File: src/rtl/hazard_controller.sv
// -----------------------------------------------------------------------------
// hazard_controller
//   Pipeline sequencing controller for the 5-stage RISC-V core. Produces the
//   per-stage write enables and flushes for PC, IF/ID, ID/EX, EX/MEM and
//   MEM/WB. It arbitrates between cache-miss freeze, load-use bubble and
//   taken-branch/jump redirect. Forwarding is handled elsewhere; this block
//   only covers the hazards forwarding cannot resolve.
//
//   Priority (highest first): rst > freeze > redirect > load_use > normal.
//
// Parameters
//   FLUSH_CYCLES : cycles IF_ID_flush is held after a redirect (1..3)
//   CNT_W        : width of the optional performance counters
//
// Ports
//   clk, rst                 : clock, synchronous active-high reset
//   IF_ID_rs1, IF_ID_rs2     : source registers of the instruction in ID
//   ID_EX_rd, ID_EX_memread  : destination / load flag of the instruction in EX
//   branch_taken             : EX resolved a taken branch or jump
//   icache_stall, dcache_stall : cache misses in progress
//   PC_write, PC_sel_target  : PC enable / PC takes the branch target
//   IF_ID_write, IF_ID_flush : IF/ID enable / load NOP
//   ID_EX_write, ID_EX_flush : ID/EX enable / load NOP (bubble)
//   EX_MEM_write, MEM_WB_write : later stage enables
//   cnt_freeze, cnt_loaduse, cnt_redirect : saturating event counters
//     (present only when HAZARD_PERF_CNT_EN is defined)
//
// Optional feature macro: HAZARD_PERF_CNT_EN
// -----------------------------------------------------------------------------
module hazard_controller #(
  parameter int FLUSH_CYCLES = 1,
  parameter int CNT_W        = 16
) (
  input  logic       clk,
  input  logic       rst,
  input  logic [4:0] IF_ID_rs1,
  input  logic [4:0] IF_ID_rs2,
  input  logic [4:0] ID_EX_rd,
  input  logic       ID_EX_memread,
  input  logic       branch_taken,
  input  logic       icache_stall,
  input  logic       dcache_stall,
  output logic       PC_write,
  output logic       PC_sel_target,
  output logic       IF_ID_write,
  output logic       IF_ID_flush,
  output logic       ID_EX_write,
  output logic       ID_EX_flush,
  output logic       EX_MEM_write,
  output logic       MEM_WB_write
`ifdef HAZARD_PERF_CNT_EN
  ,
  output logic [CNT_W-1:0] cnt_freeze,
  output logic [CNT_W-1:0] cnt_loaduse,
  output logic [CNT_W-1:0] cnt_redirect
`endif
);

  typedef enum logic [1:0] {
    RUN      = 2'd0,
    FREEZE   = 2'd1,
    REDIRECT = 2'd2
  } state_t;

  state_t     state_q, state_d;
  logic       pend_redir_q, pend_redir_d;
  logic [1:0] flush_cnt_q, flush_cnt_d;

  logic freeze_s;
  logic load_use_s;
  logic freeze_evt_s;
  logic loaduse_evt_s;
  logic redir_evt_s;

  assign freeze_s   = icache_stall | dcache_stall;
  assign load_use_s = ID_EX_memread & (ID_EX_rd != 5'd0) &
                      ((ID_EX_rd == IF_ID_rs1) | (ID_EX_rd == IF_ID_rs2));

  // State, pending-redirect flag and flush counter.
  always_ff @(posedge clk) begin
    if (rst) begin
      state_q      <= RUN;
      pend_redir_q <= 1'b0;
      flush_cnt_q  <= 2'd0;
    end else begin
      state_q      <= state_d;
      pend_redir_q <= pend_redir_d;
      flush_cnt_q  <= flush_cnt_d;
    end
  end

  // Next-state and stage controls, evaluated in priority order.
  always_comb begin
    state_d       = state_q;
    pend_redir_d  = pend_redir_q;
    flush_cnt_d   = flush_cnt_q;
    PC_write      = 1'b1;
    PC_sel_target = 1'b0;
    IF_ID_write   = 1'b1;
    IF_ID_flush   = 1'b0;
    ID_EX_write   = 1'b1;
    ID_EX_flush   = 1'b0;
    EX_MEM_write  = 1'b1;
    MEM_WB_write  = 1'b1;
    freeze_evt_s  = 1'b0;
    loaduse_evt_s = 1'b0;
    redir_evt_s   = 1'b0;

    if (rst) begin
      PC_write     = 1'b0;
      IF_ID_write  = 1'b0;
      IF_ID_flush  = 1'b1;
      ID_EX_write  = 1'b0;
      ID_EX_flush  = 1'b1;
      EX_MEM_write = 1'b0;
      MEM_WB_write = 1'b0;
      state_d      = RUN;
      pend_redir_d = 1'b0;
      flush_cnt_d  = 2'd0;
    end else if (freeze_s) begin
      // Whole pipe holds; a branch resolved now is remembered for later.
      PC_write     = 1'b0;
      IF_ID_write  = 1'b0;
      ID_EX_write  = 1'b0;
      EX_MEM_write = 1'b0;
      MEM_WB_write = 1'b0;
      freeze_evt_s = 1'b1;
      state_d      = FREEZE;
      if (branch_taken) begin
        pend_redir_d = 1'b1;
      end else begin
        pend_redir_d = pend_redir_q;
      end
    end else if (state_q == REDIRECT) begin
      // Tail of a redirect: keep squashing whatever the I-cache delivers.
      // EX holds a bubble here, so branch_taken cannot legally be set.
      IF_ID_flush = 1'b1;
      flush_cnt_d = flush_cnt_q - 2'd1;
      if (flush_cnt_q <= 2'd1) begin
        state_d = RUN;
      end else begin
        state_d = REDIRECT;
      end
    end else if (branch_taken || pend_redir_q) begin
      // Redirect cycle; the ID instruction is squashed so load_use is moot.
      PC_sel_target = 1'b1;
      IF_ID_flush   = 1'b1;
      ID_EX_flush   = 1'b1;
      pend_redir_d  = 1'b0;
      redir_evt_s   = 1'b1;
      if (FLUSH_CYCLES > 1) begin
        state_d     = REDIRECT;
        flush_cnt_d = 2'(FLUSH_CYCLES - 1);
      end else begin
        state_d     = RUN;
        flush_cnt_d = 2'd0;
      end
    end else if (load_use_s) begin
      // Single bubble; forwarding covers the remaining distance next cycle.
      PC_write      = 1'b0;
      IF_ID_write   = 1'b0;
      ID_EX_flush   = 1'b1;
      loaduse_evt_s = 1'b1;
      state_d       = RUN;
    end else begin
      state_d = RUN;
    end
  end

`ifdef HAZARD_PERF_CNT_EN
  logic [CNT_W-1:0] cnt_freeze_q;
  logic [CNT_W-1:0] cnt_loaduse_q;
  logic [CNT_W-1:0] cnt_redirect_q;

  function automatic logic [CNT_W-1:0] sat_inc(input logic [CNT_W-1:0] v,
                                               input logic             en);
    if (en && (v != {CNT_W{1'b1}})) begin
      return v + {{(CNT_W-1){1'b0}}, 1'b1};
    end else begin
      return v;
    end
  endfunction

  // Saturating event counters.
  always_ff @(posedge clk) begin
    if (rst) begin
      cnt_freeze_q   <= {CNT_W{1'b0}};
      cnt_loaduse_q  <= {CNT_W{1'b0}};
      cnt_redirect_q <= {CNT_W{1'b0}};
    end else begin
      cnt_freeze_q   <= sat_inc(cnt_freeze_q, freeze_evt_s);
      cnt_loaduse_q  <= sat_inc(cnt_loaduse_q, loaduse_evt_s);
      cnt_redirect_q <= sat_inc(cnt_redirect_q, redir_evt_s);
    end
  end

  assign cnt_freeze   = cnt_freeze_q;
  assign cnt_loaduse  = cnt_loaduse_q;
  assign cnt_redirect = cnt_redirect_q;
`else
  logic unused_evt_s;
  assign unused_evt_s = freeze_evt_s ^ loaduse_evt_s ^ redir_evt_s;
`endif

endmodule
File: config.mk
export PLATFORM = sky130hd
export DESIGN_NAME = hazard_controller
export DESIGN_NICKNAME = d
export VERILOG_FILES = /design/src/rtl/hazard_controller.sv
export SDC_FILE = /design/constraint.sdc
export NUM_CORES = 1
export LEC_CHECK = 0
export ABC_AREA = 1
export CAP_MARGIN = 20
export CELL_PAD_IN_SITES_DETAIL_PLACEMENT = 1
export CELL_PAD_IN_SITES_GLOBAL_PLACEMENT = 1
export CORE_UTILIZATION = 23
export CTS_CLUSTER_DIAMETER = 150
export DETAILED_ROUTE_END_ITERATION = 7
export GPL_ROUTABILITY_DRIVEN = 0
export GPL_TIMING_DRIVEN = 0
export MAX_ROUTING_LAYER = met4
export PLACE_DENSITY_LB_ADDON = 0.12
export SYNTH_ARGS = -nofsm -noshare
export SYNTH_HDL_FRONTEND = slang
export SYNTH_SLANG_ARGS = --single-unit
export TNS_END_PERCENT = 30
File: constraint.sdc
create_clock -name clk -period 1.9 [get_ports clk]
set_input_delay 0.57 -clock clk [delete_from_list [all_inputs] [get_ports clk]]
set_output_delay 0.57 -clock clk [all_outputs]
set_load 0.1 [all_outputs]
* After elaboration in Yosys (flattened, before gate mapping)
Index checks and enable logic that the tools add are counted.
** Storage, ports and cells
- Flip-flop bits (word level) :: 5
- Latch bits :: 0
- RAM bits :: 0
- Bits in read-only memories :: 0
- Input bits :: 21
- Memories kept :: 0
** Operators by class
- $add $sub $neg :: 1
- $mul :: 0
- Divide/modulo/power cells :: 0
- Order comparisons :: 1
- Equality and inequality tests :: 5
- Shift-type cells :: 0
- Muxes and demuxes :: 28
- Bitwise logic cells :: 6
- Reduce and logical (&&, ||, !) cells :: 7
** Operators with widths (number)
- $mux 1 :: 25
- $eq 5x5->1 :: 2
- $mux 2 :: 3
- $reduce_bool 5->1 :: 1
- $ne 2x2->1 const B :: 2
- $reduce_bool 2->1 :: 2
- $reduce_and 3->1 :: 1
- $reduce_or 3->1 :: 1
- $and 1x1->1 :: 2
- $eq 2x2->1 const B :: 1
- $le 2x1->1 const B :: 1
- $not 1->1 :: 2
- $or 1x1->1 :: 2
- $reduce_and 2->1 :: 1
- $sub 2x1->2 const B :: 1
- $logic_or 1x1->1 :: 1

* Depth between registers and ports, before layout
- Depth after elaboration :: 8
- Mapped depth :: 10
- Mapped depth without buffers :: 9

* Worst setup path before layout
No wires, ideal clock.
- Kind :: input to output
- Start :: in dcache_stall
- End :: out PC_sel_target
- Arrival :: 3682 ps
- Path slack :: -2352 ps
- Stages on the path :: 2
- Buffers on the path :: 0
- Cells stage by stage :: or2_4 nor4_1
** On the way
- Word-level cells in the longest chain between the ends :: 3
** Ends and longest elaborated chain
- start: declaration :: line 42 : input logic dcache_stall,
- $or 1x1->1 :: line 75 : assign freeze_s = icache_stall | dcache_stall;
- $mux 1
- $mux 1 :: line 109 : if (rst) begin
- end: declaration :: line 44 : output logic PC_sel_target,
Every way passes these cells.

* Worst setup path in the final report
- Start :: in icache_stall
- End :: out PC_write
** On the way
- Word-level cells in the longest chain between the ends :: 3
** Ends and longest elaborated chain
- start: declaration :: line 41 : input logic icache_stall,
- $or 1x1->1 :: line 75
- $mux 1 :: line 120 : end else if (freeze_s) begin
- $mux 1 :: line 109
- end: declaration :: line 43 : output logic PC_write,
Every way passes these cells.

==> results.toml <==
[status]
status = "finished, violations left"
violations = "negative setup slack"

[clock_network]
clock_path_buffers = 2
htree_levels = 1
clock_latency_ns = 0.25
cts.sinks = 5
ctsHoldBuffers = 0
path_clk_slew_ns = 0.05
cts_root_buf = "clkbuf_4"
cts_tree = "yes"
numCtsBuffers = 3

[placed_design]
place_ws_ns = -1.58
dp_cells = 144
dp_hpwl_um = 1220
port_buffers = 28
dpl_cell_area_um2 = 857

[global_route]
grt_first_pass_wirelength_um = 2570
grt_overflow_total = 0
first_global_vias = 593
grt.total_usage = 0.145
antenna_found_initial = 0
grt_max_degree = 8

[yosys]
syn_area_um2 = 509
ys_warn_count = 0
ys_seq_area_frac = 0.197
yosys.area_share.xor_xnor = 0.0344
synth_nets = 111
synth-seq-cells = 5
avgSynthCellArea_um2 = 5.72
synth_adder_area_share = 0.0246
synth_top_family_by_area = "simple AND/OR/NAND/NOR gates"
synth_simple_gate_area_frac = 0.420
synth_compound_area_frac = 0.108
synthCells = 89
synthMuxAreaShare = 0
ys_types = 23

[timing]
skew_ns = 0.000156
period_share = 1.16
fin_crit_ns = 2.21
fmax_mhz = 453
drv_slew = 0
setup_violations = 8
tightest_slew_ns = 0.382
max_slew_margin = 0.745
hold_violations = 0
rsz0062_at_grt = "true"
finalWorstSetupSlack_ns = -0.309
worst_hold_slack_ns = 0.477

[layout]
nFillCells = 252
antenna_cells = 0
drive_above_1_share = 0.532
final_cell_area_um2 = 1040
layout.cells.non_filler = 153
syn_to_final_growth_pct = 103
finalNetCount = 149

[critical_path]
crit_arrival_ns = 1.64
r2r_slack_ns = 0.72
crit_path_frequent_cell = "buf_12"
path_max_fanout = 4
endpoint_kind = "output pin"
path_class = "in2out"
r2r-start = "pend_redir_q"
crit_path_top_delay_cell = "or2_4"
worst_setup_path_start_kind = "primary input"
r2r_cells = 6
crit-reg2reg-capture = "flush_cnt_q[1]"
required_ns = 1.33
crit_chain = "clkdlybuf4s15_1, or2_4, nor2_4, nand2_2, clkinvlp_4, buf_12, buf_12"
slowest_delay_ns = 0.30

[detailed_routing]
drc_errors = 0
first_pass_iters = 3
drt-wirelength-per-cell_um = 10.3
routed_wirelength_um = 1570
vias = 642
detail-route-antenna-nets = 0
viasPerCell = 4.20
drt-initial-drc-count = 3

[hold_path]
min_to = "state_q[1]"
holdCritPathClass = "reg2reg"
hold_path_depth = 2
min-delay-start = "flush_cnt_q[1]"

[pwr]
combPwrFrac = 0.497
p_total_uw = 477
swShare = 0.388
power_density_nw_per_um2 = 461
leakagePower_uw = 0.000518
intPower_uw = 292
p_clk_frac = 0.273
ir_worst_vdd_mv = 0.296
power_frac_seq = 0.230
switching_power_uw = 185

[floorplanning]
start_util = 0.252
fp.dieW_um = 49.1
row_count = 16
core-area_um2 = 2020
io_pins = 29
die_h_um = 49.1
die_area_um2 = 2410

[run]
maxCapViolations = 0
cell usage after synthesis:
| library cell | n | area (µm²) |
|---|---|---|
| nor2_4 | 1 | 11.3 |
| nand4_1 | 1 | 6.26 |
| buf_4 | 3 | 22.5 |
| xnor2_1 | 2 | 17.5 |
| nand3_1 | 4 | 20.0 |
| inv_2 | 4 | 15.0 |
| ha_1 | 1 | 12.5 |
| or2_4 | 1 | 8.76 |
| dfxtp_1 | 5 | 100 |
| nand2_1 | 27 | 101 |
| o21ai_0 | 1 | 5.00 |
| inv_1 | 16 | 60.1 |
| nor3_2 | 1 | 10.0 |
| clkinv_1 | 1 | 3.75 |
| nor2_2 | 1 | 6.26 |
| nor2_1 | 10 | 37.5 |
| nor4_1 | 1 | 6.26 |
| clkinv_4 | 1 | 8.76 |
| a21oi_1 | 2 | 10.0 |
| or2_1 | 1 | 6.26 |
| a211o_1 | 1 | 8.76 |
| a21oi_2 | 3 | 26.3 |
| o21ai_1 | 1 | 5.00 |
metal layers:
metal | vias to the layer above | track usage | routed length (µm)
li1 | 337 | - | -
met1 | 285 | 0.159 | 685
met2 | 18 | 0.248 | 821
met3 | 2 | 0.0467 | 53
met4 | 0 | 0.0441 | 13
met5 | - | - | 0
cells by family after synthesis:
family / after synthesis
xor+xnor: 2
flops: 5
fa+ha+maj: 1
compound gates: 8
simple gates: 48
buf+inv: 25
sequential cells by signal (all words and copies together) (netlist names):
name / flops
flush_cnt_q: 2
state_q: 2
pend_redir_q: 1
critical path, delay by kind of cell:
family / cells / cell delay, ns
buf+inv: 4 / 0.51
simple gates: 3 / 0.55
final cells by class:
class | count | area [µm²] | share of cell area
timing repair buffer | 33 | 379 | 0.366
multi-input combinational | 59 | 365 | 0.353
sequential | 5 | 100 | 0.0966
inverter | 22 | 96.3 | 0.0930
buffer | 3 | 35.0 | 0.0338
tap | 27 | 33.8 | 0.0326
clock buffer | 4 | 26.3 | 0.0254
metrics by stage:
step	utilization	setup TNS, ns
floorplan	-	-4.00
global placement	0.424	-11.33
detailed placement	0.424	-11.40
CTS	0.466	-1.85
global route	0.512	-2.25
finish	0.512	-1.82
power groups by stage:
stage / registers (µW) / clock network, µW / logic, µW
finish: 110 / 130 / 237
global route: 110 / 145 / 253
CTS: 110 / 137 / 213
detailed placement: 111 / 0 / 197
global placement: 111 / 0 / 194
floorplan: 111 / 0 / 122
timing repair:
item | 4_1_cts | 5_1_grt
buffers inserted | 3 | 2
pin swaps | 25 | 21
gates resized for setup | 144 | 25
setup endpoints to repair | 8 | 8
how the worst max path moves through the flow:
stage | to | slack (ns) | start | depth (start not counted)
6_report | PC_write | -0.31 | icache_stall | 7
5_1_grt | PC_write | -0.37 | ID_EX_rd[4] | 11
4_1_cts | PC_write | -0.33 | IF_ID_rs2[0] | 11
3_5_place_dp | PC_write | -1.58 | ID_EX_rd[4] | 12
3_3_place_gp | PC_write | -1.56 | ID_EX_rd[4] | 12
2_1_floorplan | PC_write | -0.85 | dcache_stall | 5
layout by cell type (no fill, tap or decap), types with 2 or more instances in the layout:
cell	instances
a21oi_2	4
nor2_1	6
buf_12	7
clkbuf_4	3
inv_1	11
dlygate4sd2_1	2
nor2_2	4
buf_4	7
buf_6	11
buf_8	2
nand2_1	19
dfxtp_1	5
nand2_2	8
buf_2	3
inv_4	2
nor2_4	2
o21ai_1	2
inv_2	6
clkdlybuf4s15_1	3
nand3_1	3
Note: power is estimated with default switching activity, not from simulation.
